File: src/rtl/persiana_multinivel_if.sv
// Panel/sensor/motor bundle for the multi-level blind controller.
// Latency: none, plain wires; the controller registers everything it drives.
// Backpressure: none, the controller samples every input on every clock.
// master: panel, sensors and motor driver side (drives requests, reads motor/status)
// slave : the controller (reads requests, drives motor/status)
interface persiana_multinivel_if #(
    parameter int NIVELES = 4
);
    localparam int IW = $clog2(NIVELES);

    logic [NIVELES-1:0] boton_nivel;  // manual request, one bit per position
    logic               automatico;   // 1: target comes from the light sensor
    logic [IW-1:0]      sensor;       // light-derived target index
    logic [NIVELES-1:0] fin_carrera;  // limit switches, bit i = blind at position i
    logic               subir;        // motor up (toward index 0)
    logic               bajar;        // motor down (toward NIVELES-1)
    logic [IW-1:0]      posicion;     // last confirmed position
    logic               pos_valida;   // posicion confirmed since reset
    logic               falla;        // sticky motion timeout

    modport master (
        output boton_nivel, automatico, sensor, fin_carrera,
        input  subir, bajar, posicion, pos_valida, falla
    );

    modport slave (
        input  boton_nivel, automatico, sensor, fin_carrera,
        output subir, bajar, posicion, pos_valida, falla
    );
endinterface

File: src/rtl/persiana_multinivel.sv
// Multi-level blind controller: picks a target position, homes, moves, pauses between moves, faults on stall.
// Latency: decisions on edge N are visible after edge N; all outputs come from registers.
// Backpressure: none; inputs are sampled every cycle, the motor driver has no ready signal.
// Ports: Reloj (clock), reset (sync, active-high), persiana (slave side of persiana_multinivel_if:
//        boton_nivel/automatico/sensor/fin_carrera in, subir/bajar/posicion/pos_valida/falla out).
module persiana_multinivel #(
    parameter int NIVELES  = 4,
    parameter int TIMEOUT  = 1000,
    parameter int DEADTIME = 16
) (
    input  logic                  Reloj,
    input  logic                  reset,
    persiana_multinivel_if.slave  persiana
);
    localparam int IW   = $clog2(NIVELES);
    localparam int MAXC = (TIMEOUT > DEADTIME) ? TIMEOUT : DEADTIME;
    localparam int CW   = $clog2(MAXC + 1);
    localparam logic [IW-1:0] ULTIMO = IW'(NIVELES - 1);

    typedef enum logic [2:0] {REPOSO, SUBIENDO, BAJANDO, PAUSA, FALLA} estado_t;

    estado_t         estado, siguiente;
    logic [IW-1:0]   objetivo, objetivo_sig;
    logic [IW-1:0]   posicion;
    logic            pos_valida;
    // Side of the blind relative to posicion when it is off every switch:
    // 1 = below (last seen moving down), 0 = above.
    logic            debajo;
    logic [CW-1:0]   contador;

    logic [IW-1:0]   fin_idx, boton_idx;
    logic            fin_hay, boton_hay, en_objetivo, en_posicion;
    logic            movimiento, pos_cambia, detras;

    // Lowest set index wins for both switches and buttons.
    always_comb begin
        fin_idx   = '0;
        boton_idx = '0;
        for (int i = NIVELES - 1; i >= 0; i--) begin
            if (persiana.fin_carrera[i]) fin_idx   = IW'(i);
            if (persiana.boton_nivel[i]) boton_idx = IW'(i);
        end
    end

    assign fin_hay     = |persiana.fin_carrera;
    assign boton_hay   = |persiana.boton_nivel;
    assign en_objetivo = |(persiana.fin_carrera & (NIVELES'(1) << objetivo));
    assign en_posicion = |(persiana.fin_carrera & (NIVELES'(1) << posicion));
    assign movimiento  = (estado == SUBIENDO) || (estado == BAJANDO);
    assign pos_cambia  = fin_hay && (fin_idx != posicion);

    // Target behind the direction of travel. An equal index counts as behind
    // when the blind already sits on the far side of that switch. Not used
    // while homing, where posicion means nothing yet.
    always_comb begin
        detras = 1'b0;
        if (pos_valida) begin
            if (estado == SUBIENDO)
                detras = (objetivo > posicion) || ((objetivo == posicion) && !debajo);
            else if (estado == BAJANDO)
                detras = (objetivo < posicion) || ((objetivo == posicion) && debajo);
        end
    end

    always_comb begin
        objetivo_sig = objetivo;
        if (persiana.automatico) begin
            if (int'(persiana.sensor) > NIVELES - 1) objetivo_sig = ULTIMO;
            else                                     objetivo_sig = persiana.sensor;
        end else if (boton_hay) begin
            objetivo_sig = boton_idx;
        end
    end

    always_comb begin
        siguiente = estado;
        case (estado)
            REPOSO: begin
                if (!pos_valida) begin
                    // A switch that is already high confirms position next edge.
                    if (!fin_hay) siguiente = SUBIENDO;
                end else if (objetivo < posicion) begin
                    siguiente = SUBIENDO;
                end else if (objetivo > posicion) begin
                    siguiente = BAJANDO;
                end else if (!en_posicion) begin
                    // Stopped off-switch after a reversal: go back to it.
                    siguiente = debajo ? SUBIENDO : BAJANDO;
                end
            end
            SUBIENDO, BAJANDO: begin
                if (en_objetivo || (!pos_valida && fin_hay) || detras)
                    siguiente = PAUSA;
                else if (contador == CW'(TIMEOUT))
                    siguiente = FALLA;
            end
            PAUSA: begin
                if (contador == CW'(DEADTIME - 1)) siguiente = REPOSO;
            end
            FALLA:   siguiente = FALLA;
            default: siguiente = REPOSO;
        endcase
    end

    always_ff @(posedge Reloj) begin
        if (reset) begin
            estado     <= REPOSO;
            objetivo   <= '0;
            posicion   <= '0;
            pos_valida <= 1'b0;
            debajo     <= 1'b0;
            contador   <= '0;
        end else begin
            estado   <= siguiente;
            objetivo <= objetivo_sig;
            if (fin_hay) begin
                posicion   <= fin_idx;
                pos_valida <= 1'b1;
            end
            if (movimiento && fin_hay) debajo <= (estado == BAJANDO);
            // One counter serves both the stall timeout and the dead-time.
            if (siguiente != estado)
                contador <= '0;
            else if (movimiento && pos_cambia)
                contador <= '0;
            else if (movimiento || (estado == PAUSA))
                contador <= contador + CW'(1);
        end
    end

    assign persiana.subir      = (estado == SUBIENDO);
    assign persiana.bajar      = (estado == BAJANDO);
    assign persiana.posicion   = posicion;
    assign persiana.pos_valida = pos_valida;
    assign persiana.falla      = (estado == FALLA);
endmodule
File: src/flat_wrapper.sv
// flat-port wrapper written by rule: the top's interface ports become plain ports
module persiana_multinivel_flat 
#(
    parameter int NIVELES  = 4,
    parameter int TIMEOUT  = 1000,
    parameter int DEADTIME = 16
)
  (Reloj, reset, persiana_boton_nivel, persiana_automatico, persiana_sensor, persiana_fin_carrera, persiana_subir, persiana_bajar, persiana_posicion, persiana_pos_valida, persiana_falla);
  persiana_multinivel_if #(.NIVELES(NIVELES)) persiana_i ();
  input  logic Reloj;
  input  logic reset;
  input wire logic [$bits(persiana_i.boton_nivel)-1:0] persiana_boton_nivel;
  input wire logic [$bits(persiana_i.automatico)-1:0] persiana_automatico;
  input wire logic [$bits(persiana_i.sensor)-1:0] persiana_sensor;
  input wire logic [$bits(persiana_i.fin_carrera)-1:0] persiana_fin_carrera;
  output wire logic [$bits(persiana_i.subir)-1:0] persiana_subir;
  output wire logic [$bits(persiana_i.bajar)-1:0] persiana_bajar;
  output wire logic [$bits(persiana_i.posicion)-1:0] persiana_posicion;
  output wire logic [$bits(persiana_i.pos_valida)-1:0] persiana_pos_valida;
  output wire logic [$bits(persiana_i.falla)-1:0] persiana_falla;
  assign persiana_i.boton_nivel = persiana_boton_nivel;
  assign persiana_i.automatico = persiana_automatico;
  assign persiana_i.sensor = persiana_sensor;
  assign persiana_i.fin_carrera = persiana_fin_carrera;
  assign persiana_subir = persiana_i.subir;
  assign persiana_bajar = persiana_i.bajar;
  assign persiana_posicion = persiana_i.posicion;
  assign persiana_pos_valida = persiana_i.pos_valida;
  assign persiana_falla = persiana_i.falla;
  persiana_multinivel #(.NIVELES(NIVELES), .TIMEOUT(TIMEOUT), .DEADTIME(DEADTIME)) u_core (.Reloj(Reloj), .reset(reset), .persiana(persiana_i));
endmodule
File: config.mk
export PLATFORM = sky130hd
export DESIGN_NAME = persiana_multinivel_flat
export DESIGN_NICKNAME = d
export VERILOG_FILES = /design/src/rtl/persiana_multinivel_if.sv /design/src/rtl/persiana_multinivel.sv /design/src/flat_wrapper.sv
export SDC_FILE = /design/constraint.sdc
export NUM_CORES = 1
export LEC_CHECK = 0
export ABC_AREA = 1
export CORE_MARGIN = 3
export CORE_UTILIZATION = 45
export DETAILED_ROUTE_END_ITERATION = 7
export PLACE_DENSITY = 0.66
export SLEW_MARGIN = 20
export SYNTH_ARGS = -nofsm -noshare
export SYNTH_HDL_FRONTEND = slang
export SYNTH_SLANG_ARGS = --single-unit
File: constraint.sdc
create_clock -name Reloj -period 3.6 [get_ports Reloj]
set_input_delay 0.54 -clock Reloj [delete_from_list [all_inputs] [get_ports Reloj]]
set_output_delay 0.54 -clock Reloj [all_outputs]
set_load 0.1 [all_outputs]
==> reports/metrics.cfg <==
[cells_and_area]
multi_input_area_um2 = 789.5
nNetsFinal = 231
fillers = 258
ff_latch_area_um2 = 380.4
diodes = 0
drive_gt1_share_pct = 11.74
area_delta_synth_final_pct = 18.98
fin_area_um2 = 1521

[timing]
finalSetupViolCount = 0
slew_headroom_pct = 35.47
tns_ns = 0
worstMarginPinSlew_ns = 0.9649
finalClockSkew_ns = 0.002882
slew_viol_final = 0
rsz0062_at_grt = no
fmax_ghz = 0.3706
finalCritPeriodShare_pct = 74.96
hold_viol = 0
min_period_ns = 2.699

[grt]
grt_pass1_wl_um = 4899
grt_remaining_overflow = 0
gr-max-usage-layer = met2
grt_util_met3_pct = 2.397
grt_max_degree = 12
grt_antenna_before_repair = 0
met2_usage_pct = 29.95
grt.total_usage_pct = 18.10
grt_pass1_vias = 1154
grt_use_met1_pct = 24.43

[pwr]
p_int_w = 0.0004077
seq_power_share_pct = 33.3
ir_worst_vdd_mv = 0.3860
p_leak_nw = 0.6308
clockPowerShare_pct = 13.7
p_sw_w = 0.0003897
swShare_pct = 48.87
p_per_area_nw_per_um2 = 524.1
combPwrFrac_pct = 52.9

[cts]
cts_made_buffers = 3
ctsLongestPathBuffers = 2
cts_tree = yes
clock-sinks = 19
insertion_delay_ns = 0.30
hold_buffers = 0
post_cts_buffers = 0
cts_root_buf = clkbuf_4
post_cts_resized = 0
htreeDepth = 1
path_clk_slew_ns = 0.11

[yosys]
syn_nets = 208
synth_most_common_cell = nand2_1
synth.avg_cell_area_um2 = 6.695
seq_area_frac_synth_pct = 29.75
yosys_warnings = 0
synthTopCellsByCount = 50 x nand2_1, 26 x inv_1, 21 x nor2_1
netlist_area_um2 = 1279
yosys.area.top_type_share_pct = 29.75
synthesis.instances = 191
synthTopCellsByArea = dfxtp_1 30%, nand2_1 15%, inv_1 7.6%, nor2_1 6.2%, nand3_1 5.9%
synth_area_leader_cell = dfxtp_1
synth_edf_count = 0
ys_async_sr_fraction_pct = 0
synth.distinct_cells = 26
synth-seq-cells = 19
synth_flop_cell = dfxtp_1

[routing]
wl_um = 2752
drc = 0
drt_pass1_iterations = 4
num_vias = 1221
drtIter0Drc = 60
ant_nets = 0
wl_per_cell_um = 11.33
vias_per_cell = 5.025

[setup_path]
setup.worst_path.start_class = register
cp_max_fo = 4
cp-end-kind = primary output
worst-setup-path-type = register to primary output
crit_end = persiana_bajar
worstPathRequired_ns = 3.06
r2r_cells = 13
r2r_start = u_core.persiana.posicion[1]
worstPathArrival_ns = 2.16
r2r_setup_slack_ns = 1.50
r2r_end = u_core.contador[5]
critPathLaunch = u_core.estado[1]

[floorplanning]
core_um2 = 2590
std_cell_rows = 18
initial_utilization_pct = 49.37
die_w_um = 59.31
die_h_um = 59.31
ioPinCount = 19
dieArea_um2 = 3517

[job]
drv_cap = 0

[hold_path]
hp-class = register to register
min_path_cells = 2

[placed_design]
place_area_um2 = 1494
place.gp.congestion = 0.8762
portBuffers = 18
place_hpwl_um = 2269

[status]
status = finished clean

## critical path, stage by stage (launching register included)
cell,delay (ns)
dfxtp_1,0.40
inv_2,0.08
nor3_4,0.20
clkdlybuf4s50_1,1.18
## cells by family after synthesis
logic type / count (synthesis) / synth area share (%)
AND/OR/NAND/NOR: 111 / 43.15
buffers and inverters: 29 / 8.512
flip-flops: 19 / 29.75
AO/OA/AOI/OAI: 18 / 7.828
XOR/XNOR: 10 / 6.850
adder cells (fa/ha/maj): 4 / 3.914
## cell usage in the layout (no fill, tap or decap)
master,synthesis,routed
a211oi_1,1,1
a21boi_0,1,1
a21oi_1,7,7
a31oi_1,2,2
buf_4,0,1
clkbuf_4,0,3
clkdlybuf4s50_1,0,17
clkinv_2,0,1
dfxtp_1,19,19
ha_1,4,4
inv_1,26,26
inv_2,3,3
nand2_1,50,50
nand2_2,3,3
nand3_1,15,15
nand3_2,5,5
nand3_4,1,1
nand3b_1,1,1
nand4_1,1,1
nor2_1,21,21
nor2_2,3,3
nor2_4,2,2
nor3_1,4,4
nor3_2,2,2
nor3_4,1,1
nor4_1,2,2
o21a_1,1,1
o21ai_0,6,6
xnor2_1,3,3
xor2_1,7,7
## flip-flops by register name, indices dropped and copies added, names as in the netlist
signal,count
u_core.contador,10
u_core.debajo,1
u_core.estado,3
u_core.objetivo,2
u_core.persiana.pos_valida,1
u_core.persiana.posicion,2
## power by group through the flow
| stage | clock network, W | logic (W) | registers, W |
|---|---|---|---|
| detailed placement | 0 | 0.000422 | 0.000271 |
| CTS | 0.000113 | 0.000424 | 0.000266 |
| floorplan | 0 | 0.000327 | 0.000276 |
| global route | 0.000127 | 0.000477 | 0.000270 |
| global placement | 0 | 0.000417 | 0.000269 |
| finish | 0.000110 | 0.000422 | 0.000266 |
## cell type report
cell class                      instances  share of cell area (%)
Clock inverter                          1                  0.3289
Tap cell                               30                   2.467
Clock buffer                            3                   1.480
Inverter                               29                   7.155
Timing Repair Buffer                   18                   11.68
Multi-Input combinational cell        143                   51.89
Sequential cell                        19                   25.00
## how the worst min path moves through the flow
stage | from | to | slack, ns
after floorplan | u_core.debajo | u_core.debajo | 0.45
after global placement | u_core.debajo | u_core.debajo | 0.47
after detailed placement | u_core.debajo | u_core.debajo | 0.47
after CTS | u_core.debajo | u_core.debajo | 0.49
after global routing | u_core.debajo | u_core.debajo | 0.52
final | u_core.debajo | u_core.debajo | 0.49
## layer usage
metal  routed length [um]  share of wire, %
met1                 1388                50
met5                    0                 0
met3                   97               3.5
met2                 1251                45
met4                   15              0.55
## through the flow
step	cells	power [W]	setup WS [ns]	utilization, %	hold WS, ns
2_1_floorplan	191	0.0006024	1.042	-	0.4463
3_3_place_gp	239	0.0006867	1.277	57.68	0.4703
3_5_place_dp	239	0.0006926	1.247	57.68	0.4730
4_1_cts	243	0.0008028	0.8978	58.74	0.4905
5_1_grt	243	0.0008738	0.8291	58.74	0.5152
6_report	243	0.0007974	0.9014	58.74	0.4880
(Power assumes the default switching activity.)
